File: config.mk
export PLATFORM = sky130hd
export DESIGN_NAME = frame_loader
export DESIGN_NICKNAME = d
export VERILOG_FILES = /design/src/rtl/ledcube_pkg.sv /design/src/rtl/frame_loader_idle_timer.sv /design/src/rtl/frame_loader.sv
export SDC_FILE = /design/constraint.sdc
export NUM_CORES = 1
export LEC_CHECK = 0
export ABC_AREA = 1
export CORE_MARGIN = 4
export CORE_UTILIZATION = 57
export DETAILED_ROUTE_END_ITERATION = 8
export DONT_BUFFER_PORTS = 1
export GPL_TIMING_DRIVEN = 0
export PLACE_DENSITY_LB_ADDON = 0.08
export SYNTH_ARGS = -nofsm -noshare
export SYNTH_HDL_FRONTEND = slang
export SYNTH_SLANG_ARGS = --single-unit
File: constraint.sdc
create_clock -name clock -period 1.56 [get_ports clock]
set_clock_uncertainty 0.15 [all_clocks]
set_input_delay 0.312 -clock clock [delete_from_list [all_inputs] [get_ports clock]]
set_output_delay 0.312 -clock clock [all_outputs]
set_load 0.1 [all_outputs]
File: src/rtl/ledcube_pkg.sv
// Constants and types shared between the frame loader and the refresh side
// of the LED cube.
package ledcube_pkg;

    // One frame is an 8x8x8 voxel cube, one byte per voxel.
    localparam int         ADDR_WIDTH  = 9;
    localparam int         FRAME_BYTES = 512;
    localparam logic [7:0] SYNC_BYTE   = 8'hA5;

    // Frame loader protocol states.
    typedef enum logic [1:0] {
        SYNC  = 2'd0,  // hunting for the sync byte
        LOAD  = 2'd1,  // receiving voxel bytes
        CHECK = 2'd2,  // waiting for the checksum byte
        DONE  = 2'd3   // one-cycle back-off before hunting again
    } loader_state_e;

endpackage

File: src/rtl/frame_loader_idle_timer.sv
// Idle watchdog: counts enabled cycles since the last clear and flags
// expiry once TIMEOUT_CYCLES-1 idle cycles have elapsed. Also intended for
// the I2C watchdog, so it knows nothing about frames.
module idle_timer #(
    parameter int TIMEOUT_CYCLES = 1000000
) (
    input  logic clk_i,
    input  logic rst_ni,
    input  logic clear_i,
    input  logic enable_i,
    output logic expired_o
);

    localparam int CW = (TIMEOUT_CYCLES > 1) ? $clog2(TIMEOUT_CYCLES) : 1;
    localparam logic [CW-1:0] LAST = CW'(TIMEOUT_CYCLES - 1);

    logic [CW-1:0] count_q;
    logic [CW-1:0] count_d;

    // Expiry is combinational on the count so the owner can react in the
    // same cycle the limit is reached.
    assign expired_o = (count_q == LAST);

    // Next count: clear wins, otherwise count up and hold at the limit.
    always_comb begin
        count_d = count_q;
        if (clear_i) begin
            count_d = '0;
        end else if (enable_i && !expired_o) begin
            count_d = count_q + 1'b1;
        end
    end

    // Count register.
    always_ff @(posedge clk_i or negedge rst_ni) begin
        if (!rst_ni) begin
            count_q <= '0;
        end else begin
            count_q <= count_d;
        end
    end

endmodule

File: src/rtl/frame_loader.sv
// Frame loader: parses sync + FRAME_BYTES voxel bytes + XOR checksum from a
// valid/ready byte stream and writes the voxels into the frame RAM with one
// clock of latency.
module frame_loader
    import ledcube_pkg::*;
#(
    parameter logic [7:0] SYNC_BYTE      = ledcube_pkg::SYNC_BYTE,
    parameter int         FRAME_BYTES    = ledcube_pkg::FRAME_BYTES,
    parameter int         ADDR_WIDTH     = ledcube_pkg::ADDR_WIDTH,
    parameter int         TIMEOUT_CYCLES = 1000000
) (
    input  logic                  clock,
    input  logic                  reset,
    input  logic [7:0]            in_data,
    input  logic                  in_valid,
    output logic                  in_ready,
    output logic                  ram_write,
    output logic [ADDR_WIDTH-1:0] ram_address,
    output logic [7:0]            ram_data_in,
    output logic                  busy,
    output logic                  frame_done,
    output logic                  frame_error
);

    // Index is one bit wider than the address so the last-byte compare is
    // unambiguous.
    localparam int IW = ADDR_WIDTH + 1;
    localparam logic [IW-1:0] LAST_INDEX = IW'(FRAME_BYTES - 1);

    loader_state_e          state_q, state_d;
    logic [IW-1:0]          index_q, index_d;
    logic [7:0]             csum_q, csum_d;
    logic                   wr_q, wr_d;
    logic [ADDR_WIDTH-1:0]  addr_q, addr_d;
    logic [7:0]             data_q, data_d;
    logic                   done_q, done_d;
    logic                   err_q, err_d;
    logic                   live_q;

    logic accept;
    logic in_frame;
    logic tmr_clear;
    logic tmr_enable;
    logic tmr_expired;
    logic timeout;

    // Input handshake and frame-activity decode.
    always_comb begin
        in_frame = (state_q == LOAD) || (state_q == CHECK);
        // live_q holds ready low for the first cycle after reset release.
        in_ready = live_q && (state_q != DONE);
        accept   = in_valid && in_ready;
        // Timer runs only while inside a frame and restarts on every byte.
        tmr_clear  = !in_frame || accept;
        tmr_enable = in_frame && !accept;
        // An accept in the expiry cycle takes precedence over the timeout.
        timeout    = in_frame && !accept && tmr_expired;
    end

    idle_timer #(
        .TIMEOUT_CYCLES (TIMEOUT_CYCLES)
    ) u_idle_timer (
        .clk_i     (clock),
        .rst_ni    (reset),
        .clear_i   (tmr_clear),
        .enable_i  (tmr_enable),
        .expired_o (tmr_expired)
    );

    // Next-state and registered-output logic for the frame parser.
    always_comb begin
        state_d = state_q;
        index_d = index_q;
        csum_d  = csum_q;
        wr_d    = 1'b0;
        addr_d  = addr_q;
        data_d  = data_q;
        done_d  = 1'b0;
        err_d   = 1'b0;

        case (state_q)
            SYNC: begin
                // Anything other than the sync byte is silently dropped.
                if (accept && (in_data == SYNC_BYTE)) begin
                    state_d = LOAD;
                    index_d = '0;
                    csum_d  = '0;
                end
            end

            LOAD: begin
                // Sync-valued bytes here are plain voxel data.
                if (accept) begin
                    wr_d    = 1'b1;
                    addr_d  = index_q[ADDR_WIDTH-1:0];
                    data_d  = in_data;
                    csum_d  = csum_q ^ in_data;
                    index_d = index_q + 1'b1;
                    if (index_q == LAST_INDEX) begin
                        state_d = CHECK;
                    end
                end else if (timeout) begin
                    err_d   = 1'b1;
                    state_d = DONE;
                end
            end

            CHECK: begin
                if (accept) begin
                    if (in_data == csum_q) begin
                        done_d = 1'b1;
                    end else begin
                        err_d = 1'b1;
                    end
                    state_d = DONE;
                end else if (timeout) begin
                    err_d   = 1'b1;
                    state_d = DONE;
                end
            end

            DONE: begin
                state_d = SYNC;
            end

            default: begin
                state_d = SYNC;
            end
        endcase
    end

    // State and output registers; reset abandons any partial frame.
    always_ff @(posedge clock or negedge reset) begin
        if (!reset) begin
            state_q <= SYNC;
            index_q <= '0;
            csum_q  <= '0;
            wr_q    <= 1'b0;
            addr_q  <= '0;
            data_q  <= '0;
            done_q  <= 1'b0;
            err_q   <= 1'b0;
            live_q  <= 1'b0;
        end else begin
            state_q <= state_d;
            index_q <= index_d;
            csum_q  <= csum_d;
            wr_q    <= wr_d;
            addr_q  <= addr_d;
            data_q  <= data_d;
            done_q  <= done_d;
            err_q   <= err_d;
            live_q  <= 1'b1;
        end
    end

    assign ram_write   = wr_q;
    assign ram_address = addr_q;
    assign ram_data_in = data_q;
    assign busy        = in_frame;
    assign frame_done  = done_q;
    assign frame_error = err_q;

endmodule

# --- Yosys cells after proc, flatten, opt, wreduce, memory -nomap -nowiden ---
# Cells that the tools add are included.
classes:
  addsub: 2
  eq_ne: 11
  bitwise: 1
  reduce_logical: 17
  mux: 24
op_table:
  columns: ["operator", "n"]
  rows:
  - ["$mux W20", 2]
  - ["$add A20 B1 Y20 const B", 1]
  - ["$eq A20 B20 Y1 const B", 1]
  - ["$mux W10", 2]
  - ["$pmux W10 S2", 1]
  - ["$mux W8", 2]
  - ["$pmux W8 S2", 1]
  - ["$add A10 B1 Y10 const B", 1]
  - ["$eq A10 B9 Y1 const B", 1]
  - ["$mux W2", 5]
  - ["$mux W1", 9]
  - ["$eq A8 B8 Y1", 1]
  - ["$eq A8 B8 Y1 const B", 1]
  - ["$pmux W2 S4", 1]
  - ["$xor A8 B8 Y8", 1]
  - ["$logic_and A1 B1 Y1", 6]
  - ["$ne A2 B2 Y1 const B", 3]
  - ["$eq A2 B2 Y1 const B", 2]
  - ["$reduce_and A2 Y1", 2]
  - ["$reduce_bool A2 Y1", 2]
  - ["$logic_not A1 Y1", 3]
  - ["$ne A3 B2 Y1 const B", 1]
  - ["$reduce_and A3 Y1", 1]
  - ["$eq A2 B1 Y1 const B", 1]
  - ["other kinds (3)", 4]
totals:
  input_bits: 11
  out_inout_bits: 22
  ff_bits: 61

# --- Longest topological paths before layout ---
depth:
  depth_word: 9
  ltp_mapped: 11

# --- Cells and area by module ---
# A second synthesis with hierarchy kept.
unflattened:
  cells_unflattened: 425
  area_unflattened_um2: 3583.4
modules_own_cells:
  columns: ["mod", "cells_each", "n_inst", "area_each_um2"]
  rows:
  - ["frame_loader", 227, 1, 2162.1]
  - ["idle_timer", 198, 1, 1421.4]

# --- Worst setup path before layout ---
# No wires, ideal clock.
synth_timing:
  kind: "register -> register"
  from: "register state_q[1]"
  to: "register u_idle_timer.count_q[10]"
  path_buffers: 1
  synth_period_minus_slack_ns: 2.248
  setup_time_ns: 0.077
  path_stages_with_launch: 8
  setup_slack_ns: -0.688
  t_arrival_ns: 2.020
  cell_sequence: "dfrtp_1 -> inv_1 -> ha_1 -> nand2_2 -> inv_2 -> buf_6 -> o21ai_0 -> a21oi_1"
synth_lines:
  columns: ["element", "line_no", "source"]
  rows:
  - ["from (decl)", "frame_loader.sv:30", "loader_state_e state_q, state_d;"]
  - ["from (signal assigned)", "frame_loader.sv:145", "state_q <= state_d;"]
  - ["$eq A2 B1 Y1 or $eq A2 B2 Y1 (tied branches)", "frame_loader.sv:49", "in_frame = (state_q == LOAD) || (state_q == CHECK);"]
  - ["$logic_or A1 B1 Y1 (*)", "frame_loader.sv:49", null]
  - ["via busy", "frame_loader.sv:20", "output logic busy,"]
  - ["$logic_not A1 Y1 or $logic_and A1 B1 Y1 (tied branches)", "frame_loader.sv:54, frame_loader.sv:55", null]
  - ["$logic_or A1 B1 Y1 or $logic_and A1 B1 Y1 (tied branches)", "frame_loader.sv:54, frame_loader_idle_timer.sv:29", null]
  - ["$mux W20 or $reduce_bool A2 Y1 (tied branches)", null, null]
  - ["to (signal assigned)", "frame_loader_idle_timer.sv:39", "count_q <= count_d;"]
  - ["to (decl)", "frame_loader_idle_timer.sv:17", "logic [CW-1:0] count_q;"]
# Mark *: on every way through the listed nets, which the timed path passes. The rest lies on a longest branch.
# A chain may end at the register's enable or synchronous reset.

# --- Worst setup path after layout ---
layout_timing:
  from: "register state_q[1]"
  to: "output in_ready"
layout_via:
  elab_chain_len: 2
layout_rtl:
  columns: ["element", "line_no", "source"]
  rows:
  - ["$ne A2 B2 Y1", "frame_loader.sv:51", "in_ready = live_q && (state_q != DONE);"]
  - ["$logic_and A1 B1 Y1", "frame_loader.sv:51", null]
  - ["to (decl)", "frame_loader.sv:16", "output logic in_ready,"]
# Every way passes these cells.

==> results_dict.tcl <==
set metrics [dict create \
    relSlewSlack 0.6489 \
    core_um2 5507 \
    power.density_nw_per_um2 1967 \
    synth_top_family_by_area "simple AND/OR/NAND/NOR gates" \
    synth.yosys.seq_area_share 0.4691 \
    antenna_cells 0 \
    area.growth.synth_to_final_pct 32.14 \
    dp_hpwl_mm 4.875 \
    viasPerCell 5.409 \
    hold_violations 61 \
    crit_required_ps 1100 \
    timing.hold.ws_ps -488.5 \
    cts_tree "done" \
    async_reset_ff_frac 1.000 \
    dieWidth_um 83.56 \
    period_needed_ps 1919 \
    ant_nets 0 \
    r2r_start "state_q[1]" \
    grt_pass1_wl_mm 12.56 \
    grt_pass1_vias 2716 \
    synth-simple-area-share 0.3045 \
    antenna_found_initial 0 \
    p_leak_nw 1.852 \
    nNetsFinal 471 \
    finalMaxSlewViolations 0 \
    synth-seq-cells 61 \
    rows 27 \
    vdd_drop_max_v 0.001212 \
    layout_commonest_cell "nand2_1" \
    cts.path.max_buffers 2 \
    clock-sinks 61 \
    globalplace.congestion 0.8841 \
    synth_ff_type "dfrtp_1" \
    dr.first_iter.drc_count 142 \
    hp-class "in -> async" \
    setup_violations 61 \
    drive_gt1_frac 0.3799 \
    port_buffers 0 \
    startpoint "state_q[1]" \
    cts-root-buf "clkbuf_8" \
    wl_per_cell_um 15.09 \
    synth_fa_ha_area_frac 0.02691 \
    cp.arrival_ps 1460 \
    synthCells 407 \
    cts.clk_slew.worst_paths_ps 70 \
    violations "negative hold slack, negative setup slack" \
    synth_compound_area_frac 0.08958 \
    dpl-instance-area_um2 3378 \
    path_max_fanout 3 \
    layout_common_cells "nand2_1 (76), nand2_2 (42), dfrtp_1 (40)" \
    outcome "finished, violations left" \
    dr.pass1.iters 5 \
    cts-htree-levels 3 \
    yosysWarnings 0 \
    final_area_um2 4300 \
    total_power_w 0.008459 \
    clock_latency_ps 330 \
    numCtsBuffers 9 \
    critPathKind "reg -> out" \
    avgSynthCellArea_um2 7.996 \
    setup_slack_ps -359.0 \
    die_h_um 83.56 \
    die_area_um2 6982 \
    drt-total-wl_mm 7.996 \
    synth.distinct_cells 36 \
    track_usage 0.2213 \
    max_cap_violations 0 \
    rsz0062_at_grt "yes" \
    pin_count 33 \
    worstSetupStartpointType "flip-flop" \
    drc 0 \
    worstSetupEndpointType "output pin" \
    postCtsHoldBufs 8 \
    synth_edf_count 0 \
    vias 2867 \
    grt_overflow 0 \
    min_period_over_period 1.230 \
    initial_core_util 0.5910 \
    tightest_slew_ps 526.6 \
    fmax_mhz 521.1 \
    grt_start_max_net_pins 62 \
    synth_nets 425 \
    synthMuxAreaShare 0 \
    synth_xor_area_frac 0.04306 \
    synth_area_um2 3254 \
]
synth_stat cells (2+ instances only):
cell,n,area share
nor3_1,14,0.022
a21oi_1,11,0.017
dfrtp_1,61,0.47
buf_2,2,0.0031
inv_1,38,0.044
nand2_1,122,0.14
nor2_2,7,0.013
nand3_1,19,0.029
clkbuf_1,2,0.0023
nor2_4,3,0.010
xor2_1,6,0.016
o21ai_1,4,0.0062
o31ai_1,4,0.0092
a31oi_1,4,0.0077
o21ai_0,24,0.037
nor2_1,29,0.033
buf_6,3,0.010
ha_1,7,0.027
nand2_2,7,0.013
nor4_1,2,0.0038
xnor2_1,10,0.027
nor3_2,2,0.0062
nand4_1,10,0.019
inv_2,4,0.0046
layout make-up:
type | count | area (µm²)
plain buffers | 7 | 81.33
clock buffers | 12 | 145.1
clock inverters | 4 | 47.55
fillers | 366 | 1206
inverters | 42 | 186.4
multi-input cells | 296 | 1810
flip-flops and latches | 61 | 1553
well taps | 72 | 90.09
repair buffers | 35 | 377.9
repair inverters | 1 | 8.758
power by group:
group / switching (W) / internal (W) / leakage, nW
clock network: 0.000626 / 0.000777 / 0.0964
logic: 0.00180 / 0.00144 / 0.964
registers: 0.00182 / 0.00199 / 0.792
worst paths after layout:
check                           cells after the start                       to  slack (ps)
worst max-delay path                                4                 in_ready        -360
worst min-delay path                                0               index_q[1]        -490
worst max register to register                     10               index_q[3]        -290
worst min register to register                      1  u_idle_timer.count_q[0]         330
max in group asynchronous                           0  u_idle_timer.count_q[0]        1630
min in group clock                                  2                csum_q[4]          30
sequential cells by signal, indices dropped and copies added, names as in the netlist:
| name | flops |
|---|---|
| csum_q | 8 |
| ram_data_in | 8 |
| live_q | 1 |
| ram_write | 1 |
| index_q | 10 |
| state_q | 2 |
| u_idle_timer.count_q | 20 |
| frame_done | 1 |
| ram_address | 9 |
| frame_error | 1 |
timing repair:
| action | in CTS | in global routing |
|---|---|---|
| gates cloned | 4 | 3 |
| setup endpoints to repair | 78 | 62 |
| gates resized for setup | 83 | 80 |
| pin swaps | 7 | 17 |
| endpoints found under the hold margin | 69 | 61 |
| buffers inserted | 8 | 16 |
metrics by stage:
stage               TNS (ps)  utilization  instances  setup slack [ps]  hold WS (ps)
floorplan              -2670            -        407            -124.8        -133.6
global placement      -17350       0.6135        479            -450.6        -132.1
detailed placement    -16870       0.6135        479            -412.9        -131.6
CTS                   -10540       0.7137        515            -356.9        -503.3
global route          -19060       0.7810        530            -432.7        -513.9
finish                -13090       0.7810        530            -359.0        -488.5
worst max-delay path, cell delays in order (launching register included):
cell and delay, ps:
dfrtp_1 400, ha_2 190, inv_2 40, nand2_4 70, clkinvlp_4 410
kinds of logic after synthesis:
group                      after synthesis
DFF                                     61
adders and majority gates                7
other                                    1
AOI/OAI and AO/OA                       52
buffers and inverters                   50
xor gates and xnor gates                16
and+or+nand+nor                        220
metal layers:
metal  wire, µm  part of all wire  global-route usage  vias up
li1           -                 -                   -     1418
met1       3345              0.42              0.2656     1368
met2       4218              0.53              0.3854       68
met3        317             0.040             0.05133       13
met4        114             0.014             0.08187        0
met5          0                 0                   0        -
Note: power is estimated with default switching activity, not from simulation.
